### src/rtl/eeprom_page_core.sv
// Storage core of the I2C EEPROM slave model: byte array, row/column pointer,
// page write buffer with in-page wrap, and a write-cycle FSM modelling tWR.
module eeprom_page_core #(
    parameter int DATA_W    = 8,
    parameter int ADDR_W    = 8,
    parameter int PAGE_W    = 3,
    parameter int WR_CYCLES = 4
) (
    input  logic                     clk,
    input  logic                     rst_n,
    input  logic                     addr_load,
    input  logic [ADDR_W-1:0]        addr_i,
    input  logic                     wr_en,
    input  logic [DATA_W-1:0]        wr_data,
    input  logic                     rd_en,
    input  logic                     commit,
    output logic [DATA_W-1:0]        rd_data,
    output logic                     rd_valid,
    output logic                     busy,
    output logic                     ovf,
    output logic [ADDR_W-PAGE_W-1:0] row,
    output logic [PAGE_W-1:0]        col,
    output logic [1:0]               dbg_state
);

    localparam int PAGE_N = 1 << PAGE_W;
    localparam int DEPTH  = 1 << ADDR_W;
    localparam int CNT_W  = $clog2(WR_CYCLES + 1);
    localparam logic [PAGE_W:0]   WCNT_FULL = (PAGE_W+1)'(PAGE_N);
    localparam logic [CNT_W-1:0]  WAIT_LOAD = CNT_W'(WR_CYCLES);
    localparam logic [PAGE_W-1:0] K_LAST    = PAGE_W'(PAGE_N - 1);

    typedef enum logic [1:0] {
        S_IDLE = 2'd0,
        S_PROG = 2'd1,
        S_WAIT = 2'd2
    } state_t;

    state_t              r_state;
    state_t              w_state_nxt;

    logic [DATA_W-1:0]   r_mem [0:DEPTH-1];
    logic [DATA_W-1:0]   r_buf [0:PAGE_N-1];
    logic [ADDR_W-1:0]   r_ptr;
    logic [PAGE_N-1:0]   r_en;
    logic [PAGE_W:0]     r_wcnt;
    logic                r_ovf;
    logic [DATA_W-1:0]   r_rd_data;
    logic                r_rd_valid;
    logic                r_busy;
    logic [PAGE_W-1:0]   r_k;
    logic [CNT_W-1:0]    r_wait;

    logic                w_dirty;
    logic                w_do_load;
    logic                w_do_write;
    logic                w_do_read;
    logic                w_do_start;
    logic                w_prog_we;
    logic                w_prog_last;
    logic                w_wait_done;
    logic [ADDR_W-PAGE_W-1:0] w_row;
    logic [PAGE_W-1:0]   w_col;

    assign w_dirty = |r_en;
    assign w_row   = r_ptr[ADDR_W-1:PAGE_W];
    assign w_col   = r_ptr[PAGE_W-1:0];

    // IDLE arbitrates one command per cycle; PROG/WAIT ignore every strobe.
    always_comb begin
        w_state_nxt = r_state;
        w_do_load   = 1'b0;
        w_do_write  = 1'b0;
        w_do_read   = 1'b0;
        w_do_start  = 1'b0;
        w_prog_we   = 1'b0;
        w_prog_last = 1'b0;
        w_wait_done = 1'b0;
        case (r_state)
            S_IDLE: begin
                if (addr_load) begin
                    w_do_load = 1'b1;
                end else if (commit) begin
                    if (w_dirty) begin
                        w_do_start  = 1'b1;
                        w_state_nxt = S_PROG;
                    end
                end else if (wr_en) begin
                    w_do_write = 1'b1;
                end else if (rd_en && !w_dirty) begin
                    w_do_read = 1'b1;
                end
            end
            S_PROG: begin
                w_prog_we = r_en[r_k];
                if (r_k == K_LAST) begin
                    w_prog_last = 1'b1;
                    w_state_nxt = S_WAIT;
                end
            end
            S_WAIT: begin
                if (r_wait == CNT_W'(1)) begin
                    w_wait_done = 1'b1;
                    w_state_nxt = S_IDLE;
                end
            end
            default: w_state_nxt = S_IDLE;
        endcase
    end

    always_ff @(posedge clk or negedge rst_n) begin
        if (!rst_n) begin
            r_state <= S_IDLE;
        end else begin
            r_state <= w_state_nxt;
        end
    end

    always_ff @(posedge clk or negedge rst_n) begin
        if (!rst_n) begin
            r_ptr      <= '0;
            r_en       <= '0;
            r_wcnt     <= '0;
            r_ovf      <= 1'b0;
            r_rd_data  <= '0;
            r_rd_valid <= 1'b0;
            r_busy     <= 1'b0;
            r_k        <= '0;
            r_wait     <= '0;
        end else begin
            r_rd_valid <= 1'b0;
            r_busy     <= (w_state_nxt != S_IDLE);
            if (w_do_load) begin
                r_ptr  <= addr_i;
                r_en   <= '0;
                r_wcnt <= '0;
                r_ovf  <= 1'b0;
            end
            if (w_do_write) begin
                r_en[w_col]          <= 1'b1;
                r_ptr[PAGE_W-1:0]    <= w_col + 1'b1;
                if (r_wcnt == WCNT_FULL) begin
                    r_ovf <= 1'b1;
                end else begin
                    r_wcnt <= r_wcnt + 1'b1;
                end
            end
            if (w_do_read) begin
                r_rd_data  <= r_mem[r_ptr];
                r_rd_valid <= 1'b1;
                r_ptr      <= r_ptr + 1'b1;
            end
            if (w_do_start) begin
                r_k <= '0;
            end
            if (r_state == S_PROG) begin
                r_k <= r_k + 1'b1;
            end
            if (w_prog_last) begin
                r_wait <= WAIT_LOAD;
            end
            if (r_state == S_WAIT) begin
                r_wait <= r_wait - 1'b1;
            end
            if (w_wait_done) begin
                r_en   <= '0;
                r_wcnt <= '0;
            end
        end
    end

    // Array and buffer data are not reset; only their control state is.
    always_ff @(posedge clk) begin
        if (w_do_write) begin
            r_buf[w_col] <= wr_data;
        end
        if (w_prog_we) begin
            r_mem[{w_row, r_k}] <= r_buf[r_k];
        end
    end

    assign rd_data   = r_rd_data;
    assign rd_valid  = r_rd_valid;
    assign busy      = r_busy;
    assign ovf       = r_ovf;
    assign row       = w_row;
    assign col       = w_col;
    assign dbg_state = r_state;

endmodule

### config.mk
export PLATFORM = sky130hd
export DESIGN_NAME = eeprom_page_core
export DESIGN_NICKNAME = d
export VERILOG_FILES = /design/src/rtl/eeprom_page_core.sv
export SDC_FILE = /design/constraint.sdc
export NUM_CORES = 2
export LEC_CHECK = 0
export CORE_AREA = 2 2 464 466
export CTS_CLUSTER_SIZE = 8
export DETAILED_ROUTE_END_ITERATION = 16
export DIE_AREA = 0 0 466 468
export DONT_BUFFER_PORTS = 1
export GPL_ROUTABILITY_DRIVEN = 0
export PLACE_DENSITY_LB_ADDON = 0.3
export SYNTH_ARGS = -nofsm -noshare
export SYNTH_HDL_FRONTEND = slang
export SYNTH_SLANG_ARGS = --single-unit
export TNS_END_PERCENT = 20
### constraint.sdc
create_clock -name clk -period 4.4 [get_ports clk]
set_input_delay 0.44 -clock clk [delete_from_list [all_inputs] [get_ports clk]]
set_output_delay 0.44 -clock clk [all_outputs]
set_load 0.01 [all_outputs]
# After elaboration in Yosys (flattened, before gate mapping)
# Memory sizes are Yosys's and may differ from the RTL's. A register that Yosys moved wholly into a read port is not among the register bits.
# Cells that the tools add are included.
# totals
ff_bits	31
latchBits	0
ram_bits	2112
mem_bits_ro	0
input_bits	22
out_inout_bits	21
word_cells	89
n_memories	2
# classes
addsub	5
multipliers	0
n_div	0
order_cmp	3
eq_ne	5
shifts	0
mux	52
n_bitwise	1
reduce_logical	11
# mem_list
name	words	width	rd	rd_clocked_by_memory_dff	write_ports	line	source
r_mem	256	8	1	1	1	42	logic [DATA_W-1:0] r_mem [0:DEPTH-1];
r_buf	8	8	1	0	1	43	logic [DATA_W-1:0] r_buf [0:PAGE_N-1];
# op_table
operator	n
$mux 8	5
$mux 1	30
$mux 4	4
$mux 3	5
$mux 2	5
$add 8x1->8 const B	1
$lt 3x4->1 const B	2
$or 8x8->8	1
$reduce_bool 2->1	4
$reduce_or 8->1	1
$add 3x1->3 const B	2
$pmux 2 s3	1
$add 4x1->4 const B	1
$eq 4x4->1 const B	1
$bmux 1 s3	1
$demux 1 s3	1
$eq 3x1->1 const B	1
$eq 3x3->1 const B	1
$ge 3x1->1 const B	1
$reduce_bool 3->1	1
$sub 3x1->3 const B	1
$eq 2x1->1 const B	1
$eq 2x2->1 const B	1
$logic_and 1x1->1	2
2 further kinds	3

# Depth between registers and ports, before layout
# depth
word_depth	9
mapped_depth	13
mapped_depth_nobuf	7

# Worst setup path before layout
# Ideal clock, no wire load.
# synth_path
path_type	register to register
startpoint	register r_k[0]
endpoint	memory r_mem[0][0] (data pin)
setup_ns	0.555
arrival_ns	3.316
required_ns	3.845
setup_slack_ns	0.529
stages_incl_launch_ff	5
path_buffers	2
synth_period_minus_slack_ns	3.871
cell_sequence	dfrtp_1 buf_2 buf_1 mux4_2 mux2_2
# synth_between
elab_chain_cells	1
# synth_rtl
element	line	source
start, declared	51	logic [PAGE_W-1:0] r_k;
start signal, assigned	157	r_k <= r_k + 1'b1;
$mem_v2 8x8	--	
end, declared	42	
# No other way between the ends.

==> flow_metrics.env <==
export IMPL_synth_edf_count=2112
export IMPL_crit_top_cell="buf_12"
export IMPL_yosysSeqAreaShare_pct=75.9
export IMPL_postSynthAreaPerCell_sq_um=19.0
export IMPL_die_area_sq_mm=0.218
export IMPL_cts_htree_levels=5
export IMPL_final_period_utilization_pct=90.6
export IMPL_path_delay_family="compound AO/OA/AOI/OAI gates"
export IMPL_cp_slowest_stage_delay_ns=0.90
export IMPL_total_power_uw=71200
export IMPL_path_class="flop to flop"
export IMPL_run_status="completed"
export IMPL_syn_cell_area_sq_mm=0.0849
export IMPL_tightestPinTransition_ns=1.21
export IMPL_drc=0
export IMPL_fillCellCount=17690
export IMPL_synthTopCellsByArea="edfxtp_1 (75%), mux4_2 (9.0%), mux2i_1 (3.2%)"
export IMPL_synth_top_area_share_pct=74.7
export IMPL_powerDensity_mw_per_mm2=721
export IMPL_die_h_um=468
export IMPL_clk_latency_ns=0.91
export IMPL_netlist_instances=4463
export IMPL_drv_slew=0
export IMPL_critPathMaxFanout=42
export IMPL_dp_cells=7378
export IMPL_worstPathRequired_ns=5.17
export IMPL_totalWireLength_mm=233
export IMPL_grt_pass1_wl_mm=333
export IMPL_vias_per_cell=5.87
export IMPL_min_period_ns=3.99
export IMPL_synth_seq_cells=2151
export IMPL_hold_viol=0
export IMPL_cp_end_kind="flop"
export IMPL_fin_tns_setup_ns=0
export IMPL_area_growth_syn_to_layout_pct=16.4
export IMPL_layout_nets=4915
export IMPL_yosysTopAreaCell="edfxtp_1"
export IMPL_multi_input_area_sq_mm=0.0188
export IMPL_synth_ff_type="edfxtp_1"
export IMPL_ff_latch_area_sq_mm=0.0644
export IMPL_hpwl_mm=139
export IMPL_hold_buffers=22
export IMPL_grt_max_degree=158
export IMPL_drt_initial_drc_count=5725
export IMPL_slew_headroom_pct=19.3
export IMPL_yosysMostFrequentCell="edfxtp_1"
export IMPL_drt_pass1_iterations=8
export IMPL_finalSetupViolCount=0
export IMPL_rsz0062_at_grt="no"
export IMPL_ant_nets=0
export IMPL_core_sq_mm=0.213
export IMPL_setup_slack_ns=0.412
export IMPL_grt_overflow=0
export IMPL_row_count=170
export IMPL_cts_resized=0
export IMPL_syn_nets=4495
export IMPL_cts_tree="yes"
export IMPL_dieWidth_um=466
export IMPL_ys_warn_count=0
export IMPL_grt_util_all_layers_pct=21.1
export IMPL_wl_per_cell_um=29.9
export IMPL_ys_top_cells_by_count="edfxtp_1 (2112), nor2_1 (357), mux4_2 (338)"
export IMPL_post_cts_repair_setup_buffers=0
export IMPL_p_leak_uw=0.0318
export IMPL_grt_antenna_before_repair=10
export IMPL_cts_sinks=2151
export IMPL_numCtsBuffers=319
export IMPL_drive_gt1_share_pct=23.2
export IMPL_crit_path_top_delay_cell="o311ai_0"
export IMPL_hp_class="input pin to async pin"
export IMPL_pin_count=43
export IMPL_instances_no_fill=7791
export IMPL_ys_types=78
export IMPL_crit_buf_inv=3
export IMPL_fmax_mhz=251
export IMPL_clockRootBuffer="clkbuf_16"
export IMPL_cp_cell_sequence="buf_12, inv_6, buf_12, a221oi_1, nor2_1, o311ai_0, o2111a_1, o22a_1, a41oi_1"
export IMPL_clk_pin_slew_worst_paths_ns=0.05
export IMPL_ir_drop_mv=0.656
export IMPL_dp_slack_ns=0.499
export IMPL_initial_core_util_pct=39.8
export IMPL_port_buffers=0
export IMPL_grt_pass1_vias=45416
export IMPL_arrival_ns=4.75
export IMPL_finClkSkew_ns=0.0592
export IMPL_vias=45734
export IMPL_cp_start_kind="flop"
export IMPL_ctsLongestPathBuffers=4
export IMPL_maxCapViolCount=0
export IMPL_async_flop_share_pct=1.81
final cells by class:
cell class | instances | area share [%]
clock inverters | 7 | 0.0899
diodes | 3 | 0.00760
flip-flops and latches | 2151 | 65.2
clock buffers | 381 | 8.49
multi-input cells | 1997 | 19.1
inverters | 15 | 0.0646
repair buffers | 399 | 3.51
well taps | 2838 | 3.59
path summary, 6_finish.rpt:
check | from | slack, ns | end | depth (start not counted)
worst max-delay path | r_ptr[0] | 0.41 | rd_data[0] | 9
worst min-delay path | rst_n | 0.05 | ovf | 2
worst max register to register | r_ptr[0] | 0.41 | rd_data[0] | 9
worst min register to register | r_wcnt[3] | 0.52 | r_wcnt[3] | 1
max in group asynchronous | rst_n | 3.22 | dbg_state[0] | 3
min in group clk | wr_en | 0.05 | ovf | 2
registers in the layout, indices dropped and copies added (netlist names):
signal,count
rd_valid,1
ovf,1
dbg_state,2
r_en,8
r_mem,2048
r_k,3
r_wcnt,4
r_ptr,8
busy,1
rd_data,8
r_wait,3
r_buf,64
logic make-up after synthesis:
group / share of synthesized area [%]
flip-flops: 75.9
AND/OR/NAND/NOR: 3.88
multiplexers: 12.9
AO/OA/AOI/OAI: 5.06
buffers and inverters: 2.17
adder cells (fa/ha/maj): 0.147
metal layers:
metal  track usage (%)  wire length [um]  up-vias
met5                 0                12        -
met4              7.91              8670        2
met3              3.61             17900      443
met2              33.1            109000     2097
met1              29.6             96600    24214
li1                  -                 -    18978
through the flow:
stage                     area [sq um]  hold slack, ns  util [%]
final                            98800          0.0514      46.3
after detailed placement         90100           0.145      42.2
after floorplan                  84900           0.144         -
after global placement           90100           0.145      42.2
after global routing             98800          0.0358      46.3
after CTS                        98800        0.000385      46.3
placed cells by master, fill, tap and decap left out, types with 13 or more instances in the layout:
cell,netlist,final
o21ai_1,20,20
o221ai_1,50,50
nor2_1,357,355
a211oi_1,19,19
buf_12,4,32
clkbuf_1,114,54
o22ai_1,43,43
nor3_1,13,13
nand3_1,34,30
nand3b_1,41,41
buf_4,50,344
clkbuf_16,0,327
nand2_1,221,210
mux2i_1,268,268
a21oi_1,84,84
and2_1,18,19
dfrtp_1,39,35
o311ai_0,24,24
o21ai_0,62,62
a221oi_1,117,117
a31oi_1,13,13
and3_1,15,15
mux4_2,338,338
edfxtp_1,2112,2112
nor2b_1,16,13
mux2_2,47,39
dlygate4sd3_1,0,21
power breakdown:
group          internal, uW  total (uW)  leakage (uW)  switching (uW)
Sequential            27000       27500        0.0195             588
Combinational          7000       22400       0.00822           15400
Clock                 13200       21300       0.00414            8100
(Power assumes the default switching activity.)
